### config.mk
export PLATFORM = sky130hd
export DESIGN_NAME = dsa_simd_fetch_ctrl
export DESIGN_NICKNAME = d
export VERILOG_FILES = /design/src/rtl/dsa_pkg.sv /design/src/rtl/dsa_coord_gen.sv /design/src/rtl/dsa_simd_fetch_ctrl.sv
export SDC_FILE = /design/constraint.sdc
export NUM_CORES = 2
export LEC_CHECK = 0
export BUFFER_PORTS_ARGS = -buffer_cell sky130_fd_sc_hd__buf_2
export CAP_MARGIN = 20
export CORE_AREA = 2 2 289 234
export DETAILED_ROUTE_END_ITERATION = 6
export DIE_AREA = 0 0 291 236
export GPL_ROUTABILITY_DRIVEN = 0
export PLACE_DENSITY = 0.75
export SKIP_CTS_REPAIR_TIMING = 1
export SYNTH_ARGS = -nofsm -noshare
export SYNTH_HDL_FRONTEND = slang
export SYNTH_SLANG_ARGS = --single-unit
export TNS_END_PERCENT = 50
### constraint.sdc
create_clock -name clk -period 17.4 [get_ports clk]
set_clock_uncertainty 0.05 [all_clocks]
set_input_delay 0.87 -clock clk [delete_from_list [all_inputs] [get_ports clk]]
set_output_delay 0.87 -clock clk [all_outputs]
set_load 0.03 [all_outputs]
### src/rtl/dsa_pkg.sv
// Shared types and constants for the bilinear SIMD fetch sequencer.
package dsa_pkg;

  localparam int FRAC_BITS   = 8;
  localparam int NB_PER_LANE = 4;

  typedef enum logic [2:0] {
    IDLE,
    ROW_SETUP,
    FETCH,
    DRAIN,
    LOAD,
    ADVANCE,
    DONE
  } fetch_state_t;

  typedef enum logic [1:0] {
    P00,
    P01,
    P10,
    P11
  } nbr_t;

endpackage

### src/rtl/dsa_coord_gen.sv
// One axis of the source-coordinate mapping: index*scale split into a
// clamped integer neighbour pair and the fractional weight.
module dsa_coord_gen #(
  parameter int DW   = 10,
  parameter int SW   = 16,
  parameter int FRAC = 8
) (
  input  logic [DW-1:0]   idx,
  input  logic [SW-1:0]   scale,
  input  logic [DW-1:0]   size,
  output logic [DW-1:0]   i0,
  output logic [DW-1:0]   i1,
  output logic [FRAC-1:0] frac
);

  localparam int PW = DW + SW;
  localparam int IW = PW - FRAC;

  logic [PW-1:0] pos;
  logic [IW-1:0] ipart;
  logic [DW-1:0] last;

  assign pos   = PW'(idx) * PW'(scale);
  assign ipart = pos[PW-1:FRAC];
  assign last  = size - DW'(1);

  // Both neighbours clamp to the last column/row so edge pixels replicate.
  assign i0   = (ipart > IW'(last)) ? last : ipart[DW-1:0];
  assign i1   = (i0 < last) ? i0 + DW'(1) : last;
  assign frac = pos[FRAC-1:0];

endmodule

### src/rtl/dsa_simd_fetch_ctrl.sv
// Walks the destination image N pixels at a time, fetches the four source
// neighbours of each lane into staging registers and hands groups to the SIMD bank.
module dsa_simd_fetch_ctrl
  import dsa_pkg::*;
#(
  parameter int N    = 4,
  parameter int AW   = 16,
  parameter int DW   = 10,
  parameter int FRAC = FRAC_BITS
) (
  input  logic                   clk,
  input  logic                   rst,
  input  logic                   start,
  input  logic [DW-1:0]          src_w,
  input  logic [DW-1:0]          src_h,
  input  logic [DW-1:0]          dst_w,
  input  logic [DW-1:0]          dst_h,
  input  logic [15:0]            scale_x,
  input  logic [15:0]            scale_y,
  input  logic [AW-1:0]          base_addr,
  output logic                   mem_rd_en,
  output logic [AW-1:0]          mem_addr,
  input  logic [7:0]             mem_rdata,
  output logic [N-1:0][7:0]      stg_p00,
  output logic [N-1:0][7:0]      stg_p01,
  output logic [N-1:0][7:0]      stg_p10,
  output logic [N-1:0][7:0]      stg_p11,
  output logic [N-1:0][FRAC-1:0] stg_fx,
  output logic [N-1:0][FRAC-1:0] stg_fy,
  output logic [N-1:0]           lane_valid,
  input  logic                   simd_ready,
  output logic                   load_en,
  output logic                   busy,
  output logic                   done
);

  localparam int LW = (N > 1) ? $clog2(N) : 1;

  fetch_state_t state;
  logic [DW-1:0] src_w_q, src_h_q, dst_w_q, dst_h_q, x0, y;
  logic [15:0]   scale_x_q, scale_y_q;
  logic [AW-1:0] base_q, row0, row1;
  logic [FRAC-1:0] fy_q;
  logic [LW-1:0] lane, rd_lane;
  nbr_t          nbr, rd_nbr;
  logic          rd_pend;
  logic [NB_PER_LANE-1:0][N-1:0][7:0] stg_p;

  logic [DW-1:0]   x_idx, ix0, ix1, iy0, iy1;
  logic [FRAC-1:0] fx, fy;
  logic [DW:0]     x_next, x0_step, y_step;
  logic            more_lanes;
  logic [AW-1:0]   row_sel, col_sel;

  assign x_idx = x0 + DW'(lane);

  dsa_coord_gen #(.DW(DW), .SW(16), .FRAC(FRAC)) u_coord_x (
    .idx(x_idx), .scale(scale_x_q), .size(src_w_q), .i0(ix0), .i1(ix1), .frac(fx)
  );

  dsa_coord_gen #(.DW(DW), .SW(16), .FRAC(FRAC)) u_coord_y (
    .idx(y), .scale(scale_y_q), .size(src_h_q), .i0(iy0), .i1(iy1), .frac(fy)
  );

  // Valid lanes always form a prefix of the group, so the first invalid lane ends the fetch.
  assign x_next     = (DW+1)'(x_idx) + (DW+1)'(1);
  assign more_lanes = (lane != LW'(N-1)) && (x_next < {1'b0, dst_w_q});
  assign x0_step    = (DW+1)'(x0) + (DW+1)'(N);
  assign y_step     = (DW+1)'(y) + (DW+1)'(1);

  // NOTE: every always_comb output is assigned on every path, so no latch can be inferred.
  always_comb begin
    row_sel = (nbr == P10 || nbr == P11) ? row1 : row0;
    col_sel = (nbr == P00 || nbr == P10) ? AW'(ix0) : AW'(ix1);
  end

  // Read strobe and load pulse decode straight from state so they share its cycle.
  assign mem_rd_en = (state == FETCH);
  assign mem_addr  = mem_rd_en ? base_q + row_sel + col_sel : '0;
  assign load_en   = (state == LOAD) && simd_ready;

  assign stg_p00 = stg_p[P00];
  assign stg_p01 = stg_p[P01];
  assign stg_p10 = stg_p[P10];
  assign stg_p11 = stg_p[P11];

  // NOTE: state is updated with non-blocking assignments so every flop samples pre-edge values.
  always_ff @(posedge clk or posedge rst) begin
    if (rst) begin
      state      <= IDLE;
      src_w_q    <= '0;
      src_h_q    <= '0;
      dst_w_q    <= '0;
      dst_h_q    <= '0;
      scale_x_q  <= '0;
      scale_y_q  <= '0;
      base_q     <= '0;
      x0         <= '0;
      y          <= '0;
      row0       <= '0;
      row1       <= '0;
      fy_q       <= '0;
      lane       <= '0;
      nbr        <= P00;
      rd_lane    <= '0;
      rd_nbr     <= P00;
      rd_pend    <= 1'b0;
      stg_p      <= '0;
      stg_fx     <= '0;
      stg_fy     <= '0;
      lane_valid <= '0;
      busy       <= 1'b0;
      done       <= 1'b0;
    end else begin
      if (rd_pend) stg_p[rd_nbr][rd_lane] <= mem_rdata;
      rd_pend <= 1'b0;
      done    <= 1'b0;

      case (state)
        IDLE: if (start) begin
          src_w_q    <= src_w;
          src_h_q    <= src_h;
          dst_w_q    <= dst_w;
          dst_h_q    <= dst_h;
          scale_x_q  <= scale_x;
          scale_y_q  <= scale_y;
          base_q     <= base_addr;
          x0         <= '0;
          y          <= '0;
          lane       <= '0;
          nbr        <= P00;
          stg_p      <= '0;
          stg_fx     <= '0;
          stg_fy     <= '0;
          lane_valid <= '0;
          if (dst_w == '0 || dst_h == '0) begin
            done  <= 1'b1;
            state <= DONE;
          end else begin
            busy  <= 1'b1;
            state <= ROW_SETUP;
          end
        end

        ROW_SETUP: begin
          row0  <= AW'((2*DW)'(iy0) * (2*DW)'(src_w_q));
          row1  <= AW'((2*DW)'(iy1) * (2*DW)'(src_w_q));
          fy_q  <= fy;
          state <= FETCH;
        end

        FETCH: begin
          rd_pend          <= 1'b1;
          rd_lane          <= lane;
          rd_nbr           <= nbr;
          lane_valid[lane] <= 1'b1;
          stg_fx[lane]     <= fx;
          stg_fy[lane]     <= fy_q;
          if (nbr == P11) begin
            nbr <= P00;
            if (more_lanes) begin
              lane <= lane + LW'(1);
            end else begin
              lane  <= '0;
              state <= DRAIN;
            end
          end else begin
            nbr <= nbr_t'(nbr + 2'd1);
          end
        end

        DRAIN: state <= LOAD;

        LOAD: if (simd_ready) state <= ADVANCE;

        ADVANCE: begin
          stg_p      <= '0;
          stg_fx     <= '0;
          stg_fy     <= '0;
          lane_valid <= '0;
          if (x0_step >= {1'b0, dst_w_q}) begin
            x0 <= '0;
            y  <= y_step[DW-1:0];
            if (y_step == {1'b0, dst_h_q}) begin
              busy  <= 1'b0;
              done  <= 1'b1;
              state <= DONE;
            end else begin
              state <= ROW_SETUP;
            end
          end else begin
            x0    <= x0_step[DW-1:0];
            state <= FETCH;
          end
        end

        DONE:    state <= IDLE;
        default: state <= IDLE;
      endcase
    end
  end

endmodule

==> Word-level counts from Yosys, hierarchy flattened <==
Index checks and enable logic that the tools add are counted.
{ "totals": {"regBits": 358, "in_bits": 100, "output_inout_bits": 216} }
{ "classes": {"n_addsub": 12, "mul": 4, "magnitude_cmp": 12, "eq_ne": 16, "muxes": 56, "bitwise": 1, "n_reduce_logical": 23} }
{ "op_table": {"columns": ["cell", "n"], "rows": [
  ["$mux 128", 2],
  ["$pmux 128 s2", 1],
  ["$pmux 32 s3", 2],
  ["$bwmux 128", 1],
  ["$mux 10", 8],
  ["$bwmux 32", 2],
  ["$demux 32 s2", 1],
  ["$mux 32", 2],
  ["$mul 10x16->26", 2],
  ["$pmux 10 s2", 2],
  ["$gt 18x10->1", 2],
  ["$demux 8 s2", 2],
  ["$mul 10x10->16", 2],
  ["$mux 16", 2],
  ["$add 10x1->11 const B", 2],
  ["$mux 3", 7],
  ["$add 10x1->10 const B", 2],
  ["$logic_not 10->1", 2],
  ["$lt 10x10->1", 2],
  ["$sub 10x1->10 const B", 2],
  ["$pmux 3 s6", 1],
  ["$add 16x10->16", 1],
  ["$add 16x16->16", 1],
  ["$mux 8", 2],
  ["other kinds (32)", 71]
]} }

==> Logic depth before layout (Yosys ltp) <==
{ "depth": {"depth_word": 10, "ltp_mapped": 64} }

==> Modules after synthesis <==
Synthesis repeated with hierarchy kept, for this count alone.
{ "hier_totals": {"hier_cells": 4024, "hier_area_um2": 35514.1} }
{ "by_module_without_submodules": {"columns": ["module", "n_inst", "cells_each", "area_per_inst_um2"], "rows": [
  ["dsa_simd_fetch_ctrl", 1, 2382, 22256.3],
  ["dsa_coord_gen at u_coord_y", 1, 830, 6685.2],
  ["dsa_coord_gen at u_coord_x", 1, 812, 6572.6]
]} }

==> Worst setup path after synthesis <==
Ideal clock, no wire load.
{ "synth_path": {"path_type": "register to register", "from": "reg y[3]", "to": "reg row1[15]", "setup_time_ns": 0.077, "arrival_ns": 14.202, "t_required_ns": 17.273, "slack_ns": 3.071, "path_stages_with_launch": 63, "n_path_buf": 6, "path_cell_list": "dfrtp_1 > clkbuf_1 > buf_1 > nand2_1 > fa_1 > inv_1 > fa_1 > fa_1 > fa_1 > inv_1 > fa_1 > inv_1 > ha_1 > a21o_1 > a31o_1 > a31o_1 > or3_1 > nand2_1 > [27 not listed] > fa_1 > inv_1 > fa_1 > inv_1 > fa_1 > inv_1 > fa_1 > inv_1 > ha_1 > a31oi_1 > nor2b_1 > o21ai_0 > a21oi_1 > a21o_1 > a21oi_1 > xor2_1 > xnor3_1 > o21ai_1"} }
{ "synth_between": {"elab_chain_cells": 6, "elab_cells_between_ends": 7} }
{ "synth_lines": {"columns": ["item", "line_no", "rtl"], "rows": [
  ["start, declared", "dsa_simd_fetch_ctrl.sv:40", "logic [DW-1:0] src_w_q, src_h_q, dst_w_q, dst_h_q, x0, y;"],
  ["start signal, assigned", "dsa_simd_fetch_ctrl.sv:183", "y <= y_step[DW-1:0];"],
  ["$mul 10x16->26 (*)", "dsa_coord_gen.sv:23", "assign pos = PW'(idx) * PW'(scale);"],
  ["$gt 18x10->1", "dsa_coord_gen.sv:28", "assign i0 = (ipart > IW'(last)) ? last : ipart[DW-1:0];"],
  ["$mux 10 (*)", "dsa_coord_gen.sv:28", null],
  ["$add 10x1->10 or $lt 10x10->1 (tied branches)", "dsa_coord_gen.sv:29", "assign i1 = (i0 < last) ? i0 + DW'(1) : last;"],
  ["$mux 10 (*)", "dsa_coord_gen.sv:29", null],
  ["$mul 10x10->16 (*)", "dsa_simd_fetch_ctrl.sv:147", "row1 <= AW'((2*DW)'(iy1) * (2*DW)'(src_w_q));"],
  ["end signal, assigned", "dsa_simd_fetch_ctrl.sv:147", null],
  ["end, declared", "dsa_simd_fetch_ctrl.sv:42", "logic [AW-1:0] base_q, row0, row1;"]
]} }
Every way passes the cells marked *; elsewhere a longest branch is shown, timed or not.
A chain may end at the register's enable or synchronous reset.

==> Final worst setup path <==
{ "layout_path": {"from": "reg y[2]", "to": "reg row1[15]"} }
Same word-level chain as after synthesis.

==> results by group <==
Power
  – Clock share of power: roughly 17%
  – Power per cell area: approximately 130 nW/um^2
  – Total power: 5.03 mW
  – Leakage: between 20 and 25 nW
  – Internal power: 2.58 mW
  – Switching pwr: around 2.5 mW
  – Comb power frac: 58.0%
  – Reg power frac: between 20% and 30%
  – Sw frac: approximately half
  – Maximum vdd drop: 0.105 mV

Placed design
  – Buffers on Ports: about 320
  – Post-placement worst setup slack: between 1 and 1.5 ns
  – Dpl cells: ~4800
  – Area post-placement: roughly 37000 sq um
  – Dpl hpwl: 65400 microns

Worst setup path
  – Crit path DAT: between 15 and 20 ns
  – Setup CP Type: flip-flop to flip-flop
  – Critical Path RT: 17.86 ns
  – Startpoint types: flip-flop
  – Nature of the critical path endpoint: flip-flop
  – CP peak stage delay: about 0.82 ns
  – Max FO, Critical Path: 24
  – CP max stage cell: dfrtp_1
  – Most frequent cell on the critical path: fa_1

Routing
  – Vias post-DR: approximately 27000
  – Drt total wl: 86900 microns
  – Routed Antenna Nets: 0
  – Per-cell routed wire length: approximately 18 microns
  – Vias/cell: around 5.6
  – Drt drc: 0
  – Drt first pass iters: 5
  – DR iter-0 viols: about 1700

Global routing
  – Initial antenna violation count: 0
  – Gr usage total: between 20% and 30%
  – First-pass GRT wire length: 145000 microns
  – GRT overflow: 0
  – Largest net degree at the start of global routing: about 180
  – Number of global-route vias before repair: around 27000

STA
  – Worst relative slew slack: 29.2%
  – Setup tns final: 0 ns
  – Worst hold slack: 0.380 ns
  – Final Critical Period: approximately 16 ns
  – RSZ-0062 raised after global routing: false
  – Final hold vios: 0
  – Max Slew Vio Count: 0
  – Final Setup Violations: 0
  – Final worst setup slack: 1.44 ns
  – Slew @ Worst Pin: approximately 1.1 ns
  – Fmax: ~63 MHz
  – Crit share post-route: 91.7%

Clock network
  – Num CTS Buffers: 40
  – Worst-Skew Late Latency: approximately 0.59 ns
  – # H-tree levels: 2
  – Clock buffer depth: 3
  – CTS tree: yes
  – CTS sink count: roughly 360
  – Clock slew at the register clock pins of the worst setup and hold paths: around 0.060 ns
  – CTS Root Cell: clkbuf_16

Finish
  – N_diodes: 0
  – Fillers: 5833
  – Share of cells above drive strength 1: between 10% and 20%
  – Final Non-Filler Cells: between 4000 and 5000
  – Final nets: between 4000 and 5000
  – Synth-to-Final Area Change: 10.4%
  – Util after Layout: a little under three fifths
  – Finished layout cell area: ~38000 sq um

Yosys
  – Mapped Cells: approximately 3800
  – Yosys warns: 0
  – Yosys reg bits: 356
  – Asr flop ratio synth: 100%
  – Mean Syn Cell Area: just over 9 sq um
  – Main synth FF type: dfrtp_1
  – Post-Syn Area: between 30000 and 40000 sq um
  – Mapped Nets: about 4500
  – Post-synth EDFFs: 0
  – Synth cell types: 85
  – Post-synthesis sequential area ratio: between 20% and 30%

Floorplan
  – Starting Density: roughly 52%
  – Floorplan core area: about 66000 sq um
  – Site Rows: 85
  – Die height: between 200 and 250 microns
  – Ports: around 320
  – Die Area: a little under 70000 sq um
  – Die span in x: 291 microns

Run
  – Number of max-cap violations: 0

Status
  – Status: finished, final reports clean

Min path
  – Hold Path Class: input port to async pin
[power groups by stage]
stage	combinational, mW	sequential [mW]	clock [mW]
floorplan	2.14	1.19	0
global placement	2.83	1.25	0
detailed placement	2.89	1.26	0
CTS	2.91	1.24	0.892
global route	3.27	1.28	0.923
finish	2.92	1.25	0.869
[synth_stat cells (80+ instances only)]
library cell / n / area share, %
nor2_1: 239 / 2.6
and2_1: 238 / 4.3
fa_1: 345 / 20
dfrtp_1: 356 / 26
a21oi_1: 85 / 1.2
xnor2_1: 80 / 2.0
inv_1: 467 / 5.1
ha_1: 287 / 10
clkbuf_1: 182 / 2.0
mux2i_1: 166 / 4.8
o21ai_0: 114 / 1.7
nand2_1: 606 / 6.6
[cell type report]
type	count	area, sq um	area share (%)
clock buffers	55	1140	2.98
multi-input cells	2748	23100	60.7
flip-flops and latches	356	8910	23.4
inverters	467	1760	4.62
clock inverters	16	214	0.561
well taps	870	1090	2.85
repair buffers	354	1890	4.95
[final timing paths]
path	start	end	slack [ns]	cells after the start
max reg2reg	y[2]	row1[15]	1.44	56
min reg2reg	row0[6]	row0[6]	0.43	2
max	y[2]	row1[15]	1.44	56
min	rst	scale_x_q[5]	0.38	2
min in group clk	src_w[4]	src_w_q[4]	0.42	3
max in group asynchronous	rst	row0[2]	14.61	4
[critical path, delay by kind of cell (launching register included)]
kind            cells  cell delay (ns)
xor+xnor            2             0.41
simple gates        8             2.30
fa+ha+maj          14             6.13
compound gates     22             4.96
flops               1             0.82
mux                 1             0.75
buf+inv             9             0.44
[registers in the layout, summed over array words and instances, names as in the netlist, 10 cells and up]
signal / flops
stg_fx: 32
stg_fy: 32
stg_p00: 32
stg_p01: 32
stg_p10: 32
stg_p11: 32
base_q: 16
row0: 16
row1: 16
scale_x_q: 16
scale_y_q: 16
dst_h_q: 10
dst_w_q: 10
src_h_q: 10
src_w_q: 10
y: 10
[placed cells by master, fill, tap and decap left out, drive strengths merged, types with 55 or more instances in the layout]
cell type and n:
nand2 606, inv 470, dfrtp 356, buf 354, fa 345, ha 287
nor2 240, and2 238, mux2i 169, o21ai 119, a21oi 85, xnor2 80
a22o 59, clkbuf 55
[cells by family (layout without fill, tap and decap cells)]
kind of cell    after synthesis  count (layout)  synth area share (%)
compound gates              489             489                  9.76
xor+xnor                    133             133                  3.51
fa+ha+maj                   632             632                  30.4
buf+inv                     666             892                  7.37
flops                       356             356                  25.8
mux                         193             193                  5.76
other cells                   1               1                0.0109
simple gates               1300            1300                  17.4
[routing by layer]
metal / wire (microns) / track usage (%) / up-vias / share of wire (%)
li1: - / - / 12600 / -
met3: 5280 / 3.39 / 119 / 6.1
met1: 38600 / 36.1 / 13500 / 44
met5: 0 / 0 / - / 0
met2: 41100 / 43.6 / 875 / 47
met4: 1950 / 6.26 / 0 / 2.2
(Power assumes the default switching activity.)
